==> config.mk <==
export PLATFORM = sky130hd
export DESIGN_NAME = seq_cmp
export DESIGN_NICKNAME = d
export VERILOG_FILES = /design/src/rtl/stream_seq_pkg.sv /design/src/rtl/seq_cmp.sv
export SDC_FILE = /design/constraint.sdc
export NUM_CORES = 1
export LEC_CHECK = 0
export BUFFER_PORTS_ARGS = -buffer_cell sky130_fd_sc_hd__buf_2
export CORE_MARGIN = 4
export CORE_UTILIZATION = 35
export CTS_CLUSTER_DIAMETER = 80
export DETAILED_ROUTE_END_ITERATION = 7
export PLACE_DENSITY = 0.52
export RECOVER_POWER = 100
export SETUP_SLACK_MARGIN = 0.15
export SYNTH_ARGS = -nofsm -noshare
export SYNTH_HDL_FRONTEND = slang
export SYNTH_SLANG_ARGS = --single-unit
==> constraint.sdc <==
create_clock -name clk -period 1.8 [get_ports clk]
set_clock_uncertainty 0.05 [all_clocks]
set_input_delay 0.18 -clock clk [delete_from_list [all_inputs] [get_ports clk]]
set_output_delay 0.18 -clock clk [all_outputs]
set_load 0.02 [all_outputs]
==> src/rtl/stream_seq_pkg.sv <==
// rtl/stream_seq_pkg.sv - shared state encoding and default widths for the stream sequence checker
package stream_seq_pkg;

   // Checker FSM: IDLE between bursts, RUN while beats are arriving back to back
   typedef enum logic {
      ST_IDLE = 1'b0,
      ST_RUN  = 1'b1
   } seq_state_e;

   localparam int DEF_DATA_WIDTH = 32;
   localparam int DEF_ADDR_WIDTH = 32;
   localparam int DEF_CNT_WIDTH  = 32;

endpackage

==> src/rtl/seq_cmp.sv <==
// rtl/seq_cmp.sv - expected address/data tracking and per-beat compare, emits a mismatch pulse
module seq_cmp
   import stream_seq_pkg::*;
#(
   parameter int ADDR_WIDTH = DEF_ADDR_WIDTH,
   parameter int DATA_WIDTH = DEF_DATA_WIDTH
) (
   input  logic                  clk,
   input  logic                  sys_rst_n,
   input  logic                  beat_i,
   input  logic                  clr_i,
   input  logic [ADDR_WIDTH-1:0] addr_i,
   input  logic [DATA_WIDTH-1:0] data_i,
   output logic                  mismatch_o
);

   logic [ADDR_WIDTH-1:0] exp_addr_q, exp_addr_d;
   logic [DATA_WIDTH-1:0] exp_data_q, exp_data_d;

   // Next expectation follows the received beat (not the old expectation), so one
   // skipped value costs a single error; any non-beat cycle returns to the burst start of 0.
   always_comb begin
      exp_addr_d = '0;
      exp_data_d = '0;
      if (!clr_i && beat_i) begin
         exp_addr_d = addr_i + ADDR_WIDTH'(1);
         exp_data_d = data_i + DATA_WIDTH'(1);
      end
   end

   // Expectation registers
   always_ff @(posedge clk or negedge sys_rst_n) begin
      if (!sys_rst_n) begin
         exp_addr_q <= '0;
         exp_data_q <= '0;
      end else begin
         exp_addr_q <= exp_addr_d;
         exp_data_q <= exp_data_d;
      end
   end

   // A beat discarded by clr never counts as a mismatch
   always_comb begin
      mismatch_o = beat_i && !clr_i &&
                   ((addr_i != exp_addr_q) || (data_i != exp_data_q));
   end

endmodule

# [After elaboration in Yosys (flattened, before gate mapping)]
# Cells that the tools add are included.
[totals] reg_bits=64 inputBits=68
[classes] addsub=2 eq_ne=2 muxes=2 n_reduce_logical=4
[op_table] cell="32-bit by 1-bit adder with 32-bit output, second input constant" n=2
[op_table] cell="32-bit 2-to-1 mux" n=2
[op_table] cell="32-bit != test" n=2
[op_table] cell="1-bit logical AND" n=2
[op_table] cell="1-bit logical NOT" n=1
[op_table] cell="1-bit logical OR" n=1

# [Longest topological paths before layout]
# Gate-level depths: netlist (run 1).
[logic_depth] depth_word=3 depth_mapped=7 mapped_depth_nobuf=6

# [Worst setup path after synthesis (run 1)]
# No wires, ideal clock.
[synth_timing] kind="input to register" from="input port data_i[8]" to="register exp_data_q[24]" setup_time_ps=132 t_arrival_ps=1515 required_ps=1618 path_slack_ps=103 cell_stages=6 n_path_buf=1 path_cell_list="clkbuf_2 nand4_1 or4_1 nor3_1 xnor2_1 nor2_1"
[synth_between] elab_chain_len=2
[synth_rtl] item="start, declared" line_no="seq_cmp.sv:13" text="input logic [DATA_WIDTH-1:0] data_i,"
[synth_rtl] item="32-bit by 1-bit adder with 32-bit output" line_no="seq_cmp.sv:27" text="exp_data_d = data_i + DATA_WIDTH'(1);"
[synth_rtl] item="32-bit 2-to-1 mux" line_no="seq_cmp.sv:25" text="if (!clr_i && beat_i) begin"
[synth_rtl] item="net exp_data_d[24]" line_no="seq_cmp.sv:18" text="logic [DATA_WIDTH-1:0] exp_data_q, exp_data_d;"
[synth_rtl] item="end signal, assigned" line_no="seq_cmp.sv:38" text="exp_data_q <= exp_data_d;"
[synth_rtl] item="end, declared" line_no="seq_cmp.sv:18"
# The timed path passes the listed nets, and every way through them passes these cells.

# [Worst setup path in the final report (run 1)]
[layout_timing] from="register exp_data_q[4]" to="output port mismatch_o"
[layout_between] elab_chain_len=3
[layout_rtl] item="32-bit != test" line_no="seq_cmp.sv:45" text="((addr_i != exp_addr_q) || (data_i != exp_data_q));"
[layout_rtl] item="1-bit logical OR" line_no="seq_cmp.sv:45"
[layout_rtl] item="1-bit logical AND" line_no="seq_cmp.sv:44" text="mismatch_o = beat_i && !clr_i &&"
[layout_rtl] item="end, declared" line_no="seq_cmp.sv:14" text="output logic mismatch_o"
# Every way passes these cells.

==> flow_summary.toml, run 1 <==
[status]
status = "finished, violations left"
violations = "negative setup slack"

[worst_setup_path]
cp_slowest_stage_delay_ns = 0.37
critPathLaunch = "exp_data_q[4]$_DFF_PN0_"
cp_max_fo = 1
worstSetupPathType = "flop to primary output"
path_buf_inv = 2
critPathTopFamily = "simple AND/OR/NAND/NOR gates"
crit_required_ns = 1.57
crit_chain = "xor2_1, nor4_2, buf_4, nand4_1, nor4_2, nor2_1, buf_4"
critPathArrivalTime_ns = 2.02
cp-end-kind = "primary output"
cp-start-kind = "flop"
critical-path-slowest-cell = "dfrtp_1"

[synthesis]
avgSynthCellArea_um2 = 9.38
ys_seq_elements = 64
postSynth.asyncResetShare_pct = 100
ys.warnings.count = 0
seq_area_frac_synth_pct = 41.1
synth_area_leaders = "dfrtp_1 41%, xor2_1 21%, nor2_1 6.6%, xnor2_1 6.1%, nand4_1 4.0%"
synthCells = 415
syn-num-nets = 485
yosys.area.top_type = "dfrtp_1"
synth_top_area_share_pct = 41.1
synth_cell_types = 33
synth-edff-count = 0
synth_ff_type = "dfrtp_1"
netlist_area_um2 = 3890

[final_layout]
diodes = 0
fin_area_um2 = 5080
layout-drive-gt1-share_pct = 29.6
post-route-util_pct = 46.9
area_delta_synth_final_pct = 30.6
layout.nets = 617

[power_and_ir_drop]
power_uw = 3260
p_per_area_nw_per_um2 = 642
p_leak_uw = 0.00231
vdd.ir_drop.worst_mv = 0.280

[sta]
period_needed_ns = 2.25
worstMarginPinSlew_ns = 0.904
period_share_pct = 125
finalMaxSlewViolations = 0
max_freq_ghz = 0.444
finalSetupViolCount = 1
final-hold-violation-count = 0
rsz0062_at_grt = "yes"
slew_headroom_pct = 39.8
fin_ws_ns = -0.452
tns_ns = -0.452

[placement]
routabilityCongestion = 0.846
placed_cell_area_um2 = 4890
place_ws_ns = -0.268
hpwl_mm = 8.50
io_buffers = 68

[min_path]
hold_end = "exp_addr_q[31]$_DFF_PN0_"
min_from = "addr_i[31]"
hp-class = "input port to flop"
worstHoldPathCells = 3

[floorplan]
fp.dieH_um = 113
die_w_um = 113
start_util_pct = 35.9
core_um2 = 10800
die_area_um2 = 12900
rows = 38
io_pins = 69

[detailed_routing]
viasPerCell = 4.87
wl_mm = 10.8
avgRoutedWirePerCell_um = 15.7
vias = 3366
dr.pass1.iters = 4
route.detailed.drc = 0
ant_nets = 0
drtIter0Drc = 154

[clocking]
cts_sinks = 64
cts_setup_buffers = 0
cts_tree = "done"
cts_inserted_buffers = 9
cts_buffer_depth = 2
clk_pin_slew_ns = 0.07
cts_root_buf = "clkbuf_8"
htreeDepth = 3

[grt]
grt_pass1_vias = 3483
grt_pass1_wl_mm = 17.6
antenna_found_initial = 0
overflow = 0
grtUsageTotal_pct = 17.5
grt_max_degree = 65

[flow_run]
drv_cap = 0
-- Yosys cell counts (2+ instances only) --
| master | count |
|---|---|
| clkbuf_1 | 11 |
| clkbuf_2 | 3 |
| nand2b_1 | 2 |
| nand4_1 | 25 |
| nor4_1 | 20 |
| clkbuf_8 | 2 |
| or4_1 | 2 |
| xor2_1 | 92 |
| nor4_2 | 5 |
| or2_2 | 2 |
| ha_1 | 2 |
| nor3_1 | 8 |
| buf_2 | 2 |
| inv_1 | 6 |
| xnor2_1 | 27 |
| a21oi_1 | 5 |
| and3_1 | 5 |
| dfrtp_1 | 64 |
| nand2_1 | 16 |
| or3_1 | 5 |
| nor2_1 | 68 |
| and4_1 | 4 |
| o21ai_0 | 5 |
| and2_1 | 2 |
| nand3_1 | 24 |
-- timing repair --
item                                    4_1_cts  5_1_grt
gates resized for setup                       6        8
hold buffers                                  1        0
cloned                                        0        0
hold endpoints to repair                     64        0
pin swaps                                     2        7
endpoints found under the setup margin        1        2
-- layout by cell type, fill, tap and decap left out, types with 2 or more instances in the layout --
| master | n |
|---|---|
| buf_2 | 65 |
| nor4_1 | 11 |
| xor2_1 | 90 |
| or2_2 | 2 |
| nor4_2 | 12 |
| dfrtp_1 | 64 |
| or3_1 | 5 |
| a21oi_1 | 5 |
| nand2_1 | 16 |
| buf_4 | 59 |
| xnor2_1 | 27 |
| xor2_2 | 2 |
| o21ai_0 | 5 |
| nand3_1 | 24 |
| nand4_1 | 25 |
| or4_1 | 3 |
| clkbuf_4 | 3 |
| nor4_4 | 2 |
| and3_1 | 5 |
| and4_1 | 4 |
| clkbuf_1 | 15 |
| nor3_1 | 8 |
| nor2_1 | 68 |
| clkbuf_8 | 11 |
| inv_1 | 6 |
-- through the flow --
step           cells  hold WS [ns]
4_1_cts          691        0.0776
5_1_grt          691        0.0886
6_report         691        0.0851
3_3_place_gp     675         0.179
2_1_floorplan    415        -0.166
3_5_place_dp     675         0.179
-- worst max path at each step --
stage                                    end  cells past startpoint
finish                            mismatch_o                      7
detailed placement                mismatch_o                      8
CTS                               mismatch_o                      7
global route                      mismatch_o                      7
floorplan           exp_data_q[24]$_DFF_PN0_                      6
global placement                  mismatch_o                      8
-- sequential cells by signal, indices dropped and copies added (netlist names) --
register and count:
exp_addr_q 32, exp_data_q 32
-- area by class of cell --
type | instances | area [µm²]
fillers | 1109 | 5760
multi-input cells | 327 | 2270
flip-flops and latches | 64 | 1600
repair buffers | 139 | 842
well taps | 140 | 175
clock buffers | 15 | 166
inverters | 6 | 22.5
-- where the power goes --
part,switching (µW),leakage (µW),internal [µW]
Sequential,24.1,0.000861,1490
Clock,549,0.0000838,572
Combinational,352,0.00137,269
Total,925,0.00231,2340
-- metal layers --
| layer | up-vias | global-route usage (%) | share of wire [%] |
|---|---|---|---|
| met3 | 13 | 2.81 | 4.5 |
| met1 | 1616 | 24.7 | 48 |
| li1 | 1668 | - | - |
| met2 | 69 | 27.7 | 46 |
| met4 | 0 | 5.61 | 1.5 |
| met5 | - | 0 | 0 |
-- cells by family after synthesis --
family	count (synthesis)	synth area share, %
xor gates and xnor gates	119	26.8
DFF	64	41.1
AOI/OAI and AO/OA	10	1.29
buffers and inverters	24	2.99
and+or+nand+nor	196	27.2
adders and majority gates	2	0.643
No activity file was read; power rests on OpenSTA's default activity.
==> inputs of run 2 (changes only) <==
- clock period: 1.8 -> 2.45 ns (I/O delays scaled with it)
==> run 2 against run 1 <==
The flow now finishes without violations. Via count shrank 5.1%. Sequential power shrank 26%. Critical endpoint unchanged. Setup slack gained 0.67 ns. Largest cell class unchanged. Combinational power shrank 38%. Final cell count shrank 9.3%. Cell area shrank 10%. Largest power group unchanged.
==> flow_summary.toml, run 2 (synthesized netlist as in run 1, its figures left out) <==
[final_layout]
layout_common_cells = "92 x xor2_1, 68 x nor2_1, 64 x dfrtp_1, 64 x buf_2, 27 x xnor2_1"
fin_cells = 627
layout.nets = 553
diodes = 0
final_common_cell = "xor2_1"
area_delta_synth_final_pct = 16.9
layout-drive-gt1-share_pct = 20.1
reg.largest.list = "exp_addr_q x32, exp_data_q x32"

[sta]
finalMaxSlewViolations = 0
rsz0062_at_grt = "no"
slew_headroom_pct = 9.74
max_freq_ghz = 0.449
period_needed_ns = 2.23
period_share_pct = 91.0
final-hold-violation-count = 0
worstMarginPinSlew_ns = 1.35
tns_ns = 0
finalSetupViolCount = 0

[detailed_routing]
viasPerCell = 5.09
dr.pass1.iters = 4
avgRoutedWirePerCell_um = 16.8
route.detailed.drc = 0
wl_mm = 10.5
vias = 3193
ant_nets = 0
drtIter0Drc = 203

[clocking]
cts_buffer_depth = 2
cts_root_buf = "clkbuf_8"
clk_pin_slew_ns = 0.07
htreeDepth = 3
cts_tree = "done"
cts_inserted_buffers = 9
cts_sinks = 64

[min_path]
worstHoldPathCells = 2
min_from = "addr_i[0]"
hold_end = "exp_addr_q[0]$_DFF_PN0_"
hp-class = "input port to flop"

[floorplan]
die_area_um2 = 12900
die_w_um = 113
start_util_pct = 35.9
io_pins = 69
rows = 38
fp.dieH_um = 113
core_um2 = 10800

[flow_run]
drv_cap = 0

[worst_setup_path]
crit_required_ns = 2.15
worstSetupPathType = "flop to primary output"
critPathArrivalTime_ns = 1.93
cp_max_fo = 1
cp-end-kind = "primary output"
cp-start-kind = "flop"

[status]
status = "complete, no violations"

[grt]
overflow = 0
antenna_found_initial = 0
grt_max_degree = 63
grt_pass1_wl_mm = 16.9
grtUsageTotal_pct = 17.0
grt_pass1_vias = 3144

[power_and_ir_drop]
vdd.ir_drop.worst_mv = 0.232
p_int_uw = 1730
p_leak_uw = 0.00201
power.switching_uw = 676
swShare_pct = 28.1
p_per_area_nw_per_um2 = 528
p_clk_share_pct = 37.6
power_frac_seq_pct = 46.5
combPwrFrac_pct = 16.0

[placement]
hpwl_mm = 7.95
routabilityCongestion = 0.839
io_buffers = 68
dp.cells = 611
## run 2: cell types whose count changed in the layout (fill, tap and decap cells not counted), moves of 2 or more
cell / before / now
buf_4: 59 / 2
clkbuf_1: 15 / 7
nor4_1: 11 / 15
clkinv_2: 0 / 3
clkbuf_4: 3 / 1
nor4_2: 12 / 10
nor4_4: 2 / 0
xor2_1: 90 / 92
xor2_2: 2 / 0
## run 2: metrics by stage
stage / hold slack (ns) / setup WS, ns / instance area, µm² / util (%) / total power [µW]
floorplan: -0.101 / 0.688 / 3890 / - / 1320
global placement: 0.183 / 0.379 / 4370 / 40.4 / 1510
detailed placement: 0.187 / 0.350 / 4370 / 40.4 / 1520
CTS: 0.0431 / 0.160 / 4610 / 42.5 / 2450
global route: 0.125 / 0.0772 / 4550 / 42.0 / 2520
finish: 0.131 / 0.221 / 4550 / 42.0 / 2400
## run 2: layout make-up
| type | count | area (µm²) |
|---|---|---|
| Clock buffer | 11 | 141 |
| Timing Repair Buffer | 75 | 380 |
| Inverter | 6 | 22.5 |
| Multi-Input combinational cell | 327 | 2180 |
| Sequential cell | 64 | 1600 |
| Fill cell | 1111 | 6290 |
| Clock inverter | 4 | 45.0 |
| Tap cell | 140 | 175 |
## run 2: critical path, cell delays in order, from the launching register on
cell and delay [ns]:
dfrtp_1 0.39, xor2_1 0.15, nor4_2 0.31, nand4_1 0.16
nor4_2 0.30, nor2_1 0.10, buf_2 0.17
## run 2: layer usage
layer	global-route usage (%)	up-vias	share of wire, %
li1	-	1544	-
met1	23.6	1529	46
met2	25.8	99	46
met3	3.24	21	4.8
met4	7.77	0	3.0
met5	0	-	0
## run 2: how the worst max path moves through the flow
stage	start	to	slack, ns	cells past startpoint
2_1_floorplan	data_i[8]	exp_data_q[24]$_DFF_PN0_	0.69	6
3_3_place_gp	addr_i[10]	mismatch_o	0.38	7
3_5_place_dp	data_i[0]	exp_data_q[24]$_DFF_PN0_	0.35	7
4_1_cts	exp_data_q[2]$_DFF_PN0_	mismatch_o	0.16	6
5_1_grt	sys_rst_n	exp_data_q[26]$_DFF_PN0_	0.08	3
6_report	exp_addr_q[10]$_DFF_PN0_	mismatch_o	0.22	6
## run 2: power by group through the flow
stage,registers [µW],clock network [µW],logic (µW)
floorplan,1130,0,186
global placement,1130,0,379
detailed placement,1140,0,381
CTS,1120,937,393
global route,1120,979,426
finish,1120,902,383
## run 2: repair_timing
item | in CTS | in global routing
gates resized for setup | 6 | 3
hold buffers | 1 | 0
pin swaps | 0 | 3
setup buffers | 0 | 0
hold endpoints to repair | 18 | 0
endpoints found under the setup margin | 1 | 1
